==> src/rtl/nlc_input_fifo_if.sv <==
// nlc_input_fifo_if: groups the ADC-side, NLC-side and status signals of the
// NLC input FIFO so that they can be passed around as one port.
//   adc_srdy    one-cycle strobe, adc_data is valid
//   adc_data    ADC sample
//   nlc_srdyi   one-cycle start strobe to the NLC
//   nlc_x_adc   sample presented to the NLC
//   nlc_srdyo   NLC done strobe
//   fifo_count  current occupancy, 0..DEPTH
//   busy        a sample is in flight in the NLC
//   overflow    sticky, a sample was dropped
//   err_timeout sticky, the watchdog expired
// master: the ADC/NLC/system side. slave: the FIFO itself.
interface nlc_input_fifo_if #(
  parameter int unsigned DATA_W = 21,
  parameter int unsigned PTR_W  = 3
);
  logic              adc_srdy;
  logic [DATA_W-1:0] adc_data;
  logic              nlc_srdyi;
  logic [DATA_W-1:0] nlc_x_adc;
  logic              nlc_srdyo;
  logic [PTR_W:0]    fifo_count;
  logic              busy;
  logic              overflow;
  logic              err_timeout;

  modport master (
    output adc_srdy, adc_data, nlc_srdyo,
    input  nlc_srdyi, nlc_x_adc, fifo_count, busy, overflow, err_timeout
  );

  modport slave (
    input  adc_srdy, adc_data, nlc_srdyo,
    output nlc_srdyi, nlc_x_adc, fifo_count, busy, overflow, err_timeout
  );
endinterface

==> src/rtl/nlc_input_fifo.sv <==
// nlc_input_fifo: buffers ADC samples ahead of a single-channel NLC and issues
// them one at a time, waiting for the NLC done strobe (or a watchdog expiry)
// before issuing the next one. Dropped samples and a hung NLC are flagged
// with sticky error bits.
// Ports:
//   clk          system clock, rising edge
//   GlobalReset  synchronous active-high reset; flushes FIFO and in-flight sample
//   io_bus       nlc_input_fifo_if.slave (ADC input, NLC handshake, status)
module nlc_input_fifo #(
  parameter int unsigned DATA_W  = 21,
  parameter int unsigned DEPTH   = 8,
  parameter int unsigned PTR_W   = 3,
  parameter int unsigned TIMEOUT = 255
) (
  input  logic                   clk,
  input  logic                   GlobalReset,
  nlc_input_fifo_if.slave        io_bus
);

  localparam int unsigned CNT_W = PTR_W + 1;
  localparam int unsigned WD_W  = $clog2(TIMEOUT + 1);

  typedef enum logic {
    S_IDLE = 1'b0,
    S_WAIT = 1'b1
  } state_t;

  state_t              r_state;
  state_t              w_state_nxt;
  logic [DATA_W-1:0]   r_mem [DEPTH];
  logic [PTR_W-1:0]    r_wr_ptr;
  logic [PTR_W-1:0]    r_rd_ptr;
  logic [CNT_W-1:0]    r_count;
  logic [WD_W-1:0]     r_wdog;
  logic [WD_W-1:0]     w_wdog_nxt;
  logic [DATA_W-1:0]   r_x_adc;
  logic                r_srdyi;
  logic                r_busy;
  logic                r_overflow;
  logic                r_err_timeout;
  logic                w_pop;
  logic                w_timeout;
  logic                w_full;
  logic                w_push_ok;
  logic                w_drop;

  // A full FIFO still takes a push when a pop frees a slot on the same edge.
  assign w_full    = (r_count == CNT_W'(DEPTH));
  assign w_push_ok = io_bus.adc_srdy && (!w_full || w_pop);
  assign w_drop    = io_bus.adc_srdy && w_full && !w_pop;

  // State register
  always_ff @(posedge clk) begin
    if (GlobalReset) r_state <= S_IDLE;
    else             r_state <= w_state_nxt;
  end

  // Next state, pop decision and watchdog
  always_comb begin
    w_state_nxt = r_state;
    w_pop       = 1'b0;
    w_timeout   = 1'b0;
    w_wdog_nxt  = r_wdog;
    case (r_state)
      S_IDLE: begin
        if (r_count != '0) begin
          w_pop       = 1'b1;
          w_wdog_nxt  = WD_W'(TIMEOUT);
          w_state_nxt = S_WAIT;
        end
      end
      S_WAIT: begin
        // A done strobe during the start-strobe cycle belongs to an older sample.
        if (io_bus.nlc_srdyo && !r_srdyi) begin
          w_state_nxt = S_IDLE;
        end else begin
          w_wdog_nxt = r_wdog - WD_W'(1);
          if (r_wdog == WD_W'(1)) begin
            w_timeout   = 1'b1;
            w_state_nxt = S_IDLE;
          end
        end
      end
      default: w_state_nxt = S_IDLE;
    endcase
  end

  // Sample storage; contents need no reset since count gates every read
  always_ff @(posedge clk) begin
    if (w_push_ok && !GlobalReset) r_mem[r_wr_ptr] <= io_bus.adc_data;
  end

  // Pointers, occupancy, NLC outputs and sticky flags
  always_ff @(posedge clk) begin
    if (GlobalReset) begin
      r_wr_ptr      <= '0;
      r_rd_ptr      <= '0;
      r_count       <= '0;
      r_wdog        <= '0;
      r_x_adc       <= '0;
      r_srdyi       <= 1'b0;
      r_busy        <= 1'b0;
      r_overflow    <= 1'b0;
      r_err_timeout <= 1'b0;
    end else begin
      if (w_push_ok) r_wr_ptr <= r_wr_ptr + PTR_W'(1);
      if (w_pop) begin
        r_rd_ptr <= r_rd_ptr + PTR_W'(1);
        r_x_adc  <= r_mem[r_rd_ptr];
      end
      r_count <= r_count + CNT_W'(w_push_ok) - CNT_W'(w_pop);
      r_wdog  <= w_wdog_nxt;
      r_srdyi <= w_pop;
      r_busy  <= (w_state_nxt == S_WAIT);
      if (w_drop)    r_overflow    <= 1'b1;
      if (w_timeout) r_err_timeout <= 1'b1;
    end
  end

  assign io_bus.nlc_srdyi   = r_srdyi;
  assign io_bus.nlc_x_adc   = r_x_adc;
  assign io_bus.fifo_count  = r_count;
  assign io_bus.busy        = r_busy;
  assign io_bus.overflow    = r_overflow;
  assign io_bus.err_timeout = r_err_timeout;

endmodule

==> src/flat_wrapper.sv <==
// flat-port wrapper written by rule: the top's interface ports become plain ports
module nlc_input_fifo_flat 
#(
  parameter int unsigned DATA_W  = 21,
  parameter int unsigned DEPTH   = 8,
  parameter int unsigned PTR_W   = 3,
  parameter int unsigned TIMEOUT = 255
)
  (clk, GlobalReset, io_bus_adc_srdy, io_bus_adc_data, io_bus_nlc_srdyo, io_bus_nlc_srdyi, io_bus_nlc_x_adc, io_bus_fifo_count, io_bus_busy, io_bus_overflow, io_bus_err_timeout);
  nlc_input_fifo_if #(.DATA_W(DATA_W), .PTR_W(PTR_W)) io_bus_i ();
  input  logic clk;
  input  logic GlobalReset;
  input wire logic [$bits(io_bus_i.adc_srdy)-1:0] io_bus_adc_srdy;
  input wire logic [$bits(io_bus_i.adc_data)-1:0] io_bus_adc_data;
  input wire logic [$bits(io_bus_i.nlc_srdyo)-1:0] io_bus_nlc_srdyo;
  output wire logic [$bits(io_bus_i.nlc_srdyi)-1:0] io_bus_nlc_srdyi;
  output wire logic [$bits(io_bus_i.nlc_x_adc)-1:0] io_bus_nlc_x_adc;
  output wire logic [$bits(io_bus_i.fifo_count)-1:0] io_bus_fifo_count;
  output wire logic [$bits(io_bus_i.busy)-1:0] io_bus_busy;
  output wire logic [$bits(io_bus_i.overflow)-1:0] io_bus_overflow;
  output wire logic [$bits(io_bus_i.err_timeout)-1:0] io_bus_err_timeout;
  assign io_bus_i.adc_srdy = io_bus_adc_srdy;
  assign io_bus_i.adc_data = io_bus_adc_data;
  assign io_bus_i.nlc_srdyo = io_bus_nlc_srdyo;
  assign io_bus_nlc_srdyi = io_bus_i.nlc_srdyi;
  assign io_bus_nlc_x_adc = io_bus_i.nlc_x_adc;
  assign io_bus_fifo_count = io_bus_i.fifo_count;
  assign io_bus_busy = io_bus_i.busy;
  assign io_bus_overflow = io_bus_i.overflow;
  assign io_bus_err_timeout = io_bus_i.err_timeout;
  nlc_input_fifo #(.DATA_W(DATA_W), .DEPTH(DEPTH), .PTR_W(PTR_W), .TIMEOUT(TIMEOUT)) u_core (.clk(clk), .GlobalReset(GlobalReset), .io_bus(io_bus_i));
endmodule
==> config.mk <==
export PLATFORM = sky130hd
export DESIGN_NAME = nlc_input_fifo_flat
export DESIGN_NICKNAME = d
export VERILOG_FILES = /design/src/rtl/nlc_input_fifo_if.sv /design/src/rtl/nlc_input_fifo.sv /design/src/flat_wrapper.sv
export SDC_FILE = /design/constraint.sdc
export NUM_CORES = 1
export LEC_CHECK = 0
export ABC_AREA = 1
export BUFFER_PORTS_ARGS = -buffer_cell sky130_fd_sc_hd__buf_2
export CAP_MARGIN = 20
export CORE_ASPECT_RATIO = 0.75
export CORE_MARGIN = 2
export CORE_UTILIZATION = 54
export DETAILED_ROUTE_END_ITERATION = 6
export GPL_ROUTABILITY_DRIVEN = 0
export PLACE_DENSITY = 0.75
export SYNTH_ARGS = -nofsm -noshare
export SYNTH_HDL_FRONTEND = slang
export SYNTH_SLANG_ARGS = --single-unit
==> constraint.sdc <==
create_clock -name clk -period 2.4 [get_ports clk]
set_input_delay 0.24 -clock clk [delete_from_list [all_inputs] [get_ports clk]]
set_output_delay 0.24 -clock clk [all_outputs]
set_load 0.05 [all_outputs]
==> summary.md <==
| Metric | Value |
|---|---|
| Status | `completed` |
| Crit path max-delay family | `simple AND/OR/NAND/NOR gates` |
| Synthesized cell area | `0.00852 mm²` |
| Vias per std cell | `5.29` |
| Slew @ Worst Pin | `0.623 ns` |
| Core area | `0.0153 mm²` |
| Data arrival, critical path | `2.33 ns` |
| Most frequent cells in the layout | `nand2_1 (223), edfxtp_1 (168), nor2_1 (99)` |
| Diodes inserted | `0` |
| Clk sink count | `211` |
| Syn nets | `826` |
| Mapped Avg Cell Area | `10.8 µm²` |
| Min cycle time layout | `2.12 ns` |
| TritonCTS Buffers | `21` |
| Final ANT Viol Nets | `0` |
| Layout area overhead | `14.5%` |
| First-pass GRT wire length | `28,100 µm` |
| Required time worst endpoint | `2.60 ns` |
| I/O Buffers | `53` |
| Die Y | `113 µm` |
| CTS tree | `done` |
| Root Buffer | `clkbuf_16` |
| WL met3 | `1240 µm` |
| Power per cell area | `1150 mW/mm²` |
| Met2 wire len | `8200 µm` |
| Clk pwr share | `27.6%` |
| Share of the synthesized area in the top cell type | `59.2%` |
| Final nets | `886` |
| Max VDD drop | `0.697 mV` |
| Top cells by area, synth | `edfxtp_1 (59%), dfxtp_1 (10%), nand2_1 (9.8%)` |
| Layout cell share with drive strength beyond 1 | `13.5%` |
| Distinct cells, synth | `30` |
| Fin. Hold Viols | `0` |
| Reg clk slew, reported paths | `0.07 ns` |
| Mapped Cells | `791` |
| CP Max Fanout | `16` |
| Hpwl dp | `10,400 µm` |
| Largest net degree at the start of global routing | `90` |
| Leakage | `3.85 nW` |
| Critical path's most frequent cell | `nand2_1` |
| Max incr delay on CP | `0.37 ns` |
| R2r setup slk | `0.28 ns` |
| Comb power frac | `32.3%` |
| Setup TNS | `0 ns` |
| Insertion delay to the later sink of the worst-skew pair | `0.50 ns` |
| Period utilization | `88.5%` |
| CP Cell Sequence | `inv_1 > ha_1 > nand2_1 > nand2_2 > nand3_2 > nand2_1 > or2_1 > nor2_4 > buf_12` |
| CP bufs+invs | `2` |
| #FFs+latches synth | `211` |
| Via count | `5,663` |
| Wire per inst | `16.5 µm` |
| Vias in the first global route | `5,396` |
| Cell taking the most area after synthesis | `edfxtp_1` |
| Fmax | `471 MHz` |
| Overflow after GRT | `0` |
| Share of the yosys chip area belonging to registers | `69.3%` |
| WL final | `17,600 µm` |
| Fin. max-slew vios | `0` |
| Overall global routing resource usage | `21.3%` |
| Most common cell after layout, fill and taps aside | `nand2_1` |
| Die area | `0.0168 mm²` |
| DRT iter0 DRCs | `521` |
| Int Power | `7.12 mW` |
| Clock Skew | `0.0106 ns` |
| Worst setup EP type | `register` |
| H-tree levels | `1` |
| Starting density of the core | `55.6%` |
| WHS | `0.0171 ns` |
| Setup-failing EPs final | `0` |
| Rows | `39` |
| P_sw | `4.12 mW` |
| Post-CTS Setup Bufs | `0` |
| YS warnings | `0` |
| Relative contribution of sequential cells to total power | `40.1%` |
| # DRC | `0` |
| Slew HR | `58.4%` |
| RSZ-0062 raised after global routing | `false` |
| Initial antenna violation count | `0` |
| Sw Ratio | `36.6%` |
| Highest Signal Layer | `met4` |
| Slowest CP cell | `or2_1` |
| Clock tree buffer depth | `3` |
| Metal-1 WL | `7940 µm` |
| Worst hold path type | `primary input to register` |
| Max-Cap Viols | `0` |
| TritonRoute pass-1 iters | `7` |
| # IOs | `54` |
| Worst Setup Start Kind | `register` |
| Die X | `149 µm` |
| Crit path kind | `register to register` |
-- metal layers --
| layer | up-vias | global-route usage, % |
|---|---|---|
| li1 | 2809 | - |
| met1 | 2636 | 31.1 |
| met2 | 192 | 34.1 |
| met3 | 26 | 3.71 |
| met4 | 0 | 4.44 |
| met5 | - | 0 |
-- power by group through the flow --
stage	combinational, mW	clock, mW	sequential, mW
2_1_floorplan	2.20	0	5.15
3_3_place_gp	3.55	0	4.57
3_5_place_dp	3.62	0	4.58
4_1_cts	3.64	3.15	4.50
5_1_grt	4.07	3.30	4.55
6_report	3.63	3.10	4.51
-- synth_stat cells --
cell type / instances
nor2_2: 1
a21oi_1: 29
o211ai_1: 6
nand2_2: 1
o21ai_0: 56
clkbuf_1: 9
buf_1: 1
buf_2: 14
fa_1: 1
xor2_1: 3
nand4_1: 4
nand3_1: 53
buf_4: 8
inv_4: 1
buf_6: 4
nor2_1: 107
nand3b_1: 2
dfxtp_1: 43
inv_1: 28
inv_2: 2
clkinv_1: 1
ha_1: 9
o21ai_1: 8
nand3_2: 1
o31ai_1: 1
or2_1: 1
clkbuf_2: 3
a31oi_1: 3
edfxtp_1: 168
nand2_1: 223
-- through the flow --
step | power (mW) | setup slack [ns] | util [%] | std cells | area (µm²)
detailed placement | 8.20 | 0.304 | 59.4 | 1031 | 9090
finish | 11.2 | 0.276 | 63.7 | 1071 | 9760
CTS | 11.3 | 0.275 | 63.7 | 1071 | 9760
global route | 11.9 | 0.173 | 63.7 | 1071 | 9760
global placement | 8.12 | 0.335 | 59.4 | 1031 | 9090
floorplan | 7.34 | -0.193 | - | 791 | 8560
-- what timing repair did --
action,in CTS,in global routing
gates resized for setup,0,0
endpoints found under the hold margin,9,0
hold buffers,2,0
-- final cells by class --
cell class              instances  area [µm²]
flip-flops and latches        211        5910
fillers                      1214        5560
multi-input cells             509        2310
clock buffers                  29         566
repair buffers                 76         518
well taps                     205         256
inverters                      32         123
clock inverters                 9        82.6
-- path summary, 6_finish.rpt --
| kind | start | endpoint | depth (start not counted) |
|---|---|---|---|
| setup reg to reg | u_core.io_bus.fifo_count[2] | u_core.r_mem[4][9] | 9 |
| setup / recovery | u_core.io_bus.fifo_count[2] | u_core.r_mem[4][9] | 9 |
| hold reg to reg | u_core.io_bus.overflow | u_core.io_bus.overflow | 2 |
| hold / removal | io_bus_adc_data[19] | u_core.r_mem[5][19] | 1 |
-- state kept, by name, summed over array words and instances (netlist names) --
signal / flops
u_core.r_mem: 168
u_core.io_bus.nlc_x_adc: 21
u_core.r_wdog: 8
u_core.io_bus.fifo_count: 4
u_core.r_rd_ptr: 3
u_core.r_wr_ptr: 3
u_core.io_bus.busy: 1
u_core.io_bus.err_timeout: 1
u_core.io_bus.nlc_srdyi: 1
u_core.io_bus.overflow: 1
-- cell families (layout without fill, tap and decap cells) --
family	after synthesis	after routing	share of synthesized area [%]
AND/OR/NAND/NOR	393	393	18.5
flip-flops	211	211	69.3
AO/OA/AOI/OAI	103	103	6.30
buffers and inverters	71	146	4.11
adder cells (fa/ha/maj)	10	10	1.56
XOR/XNOR	3	3	0.308
Power figures use the tool's default switching activity.
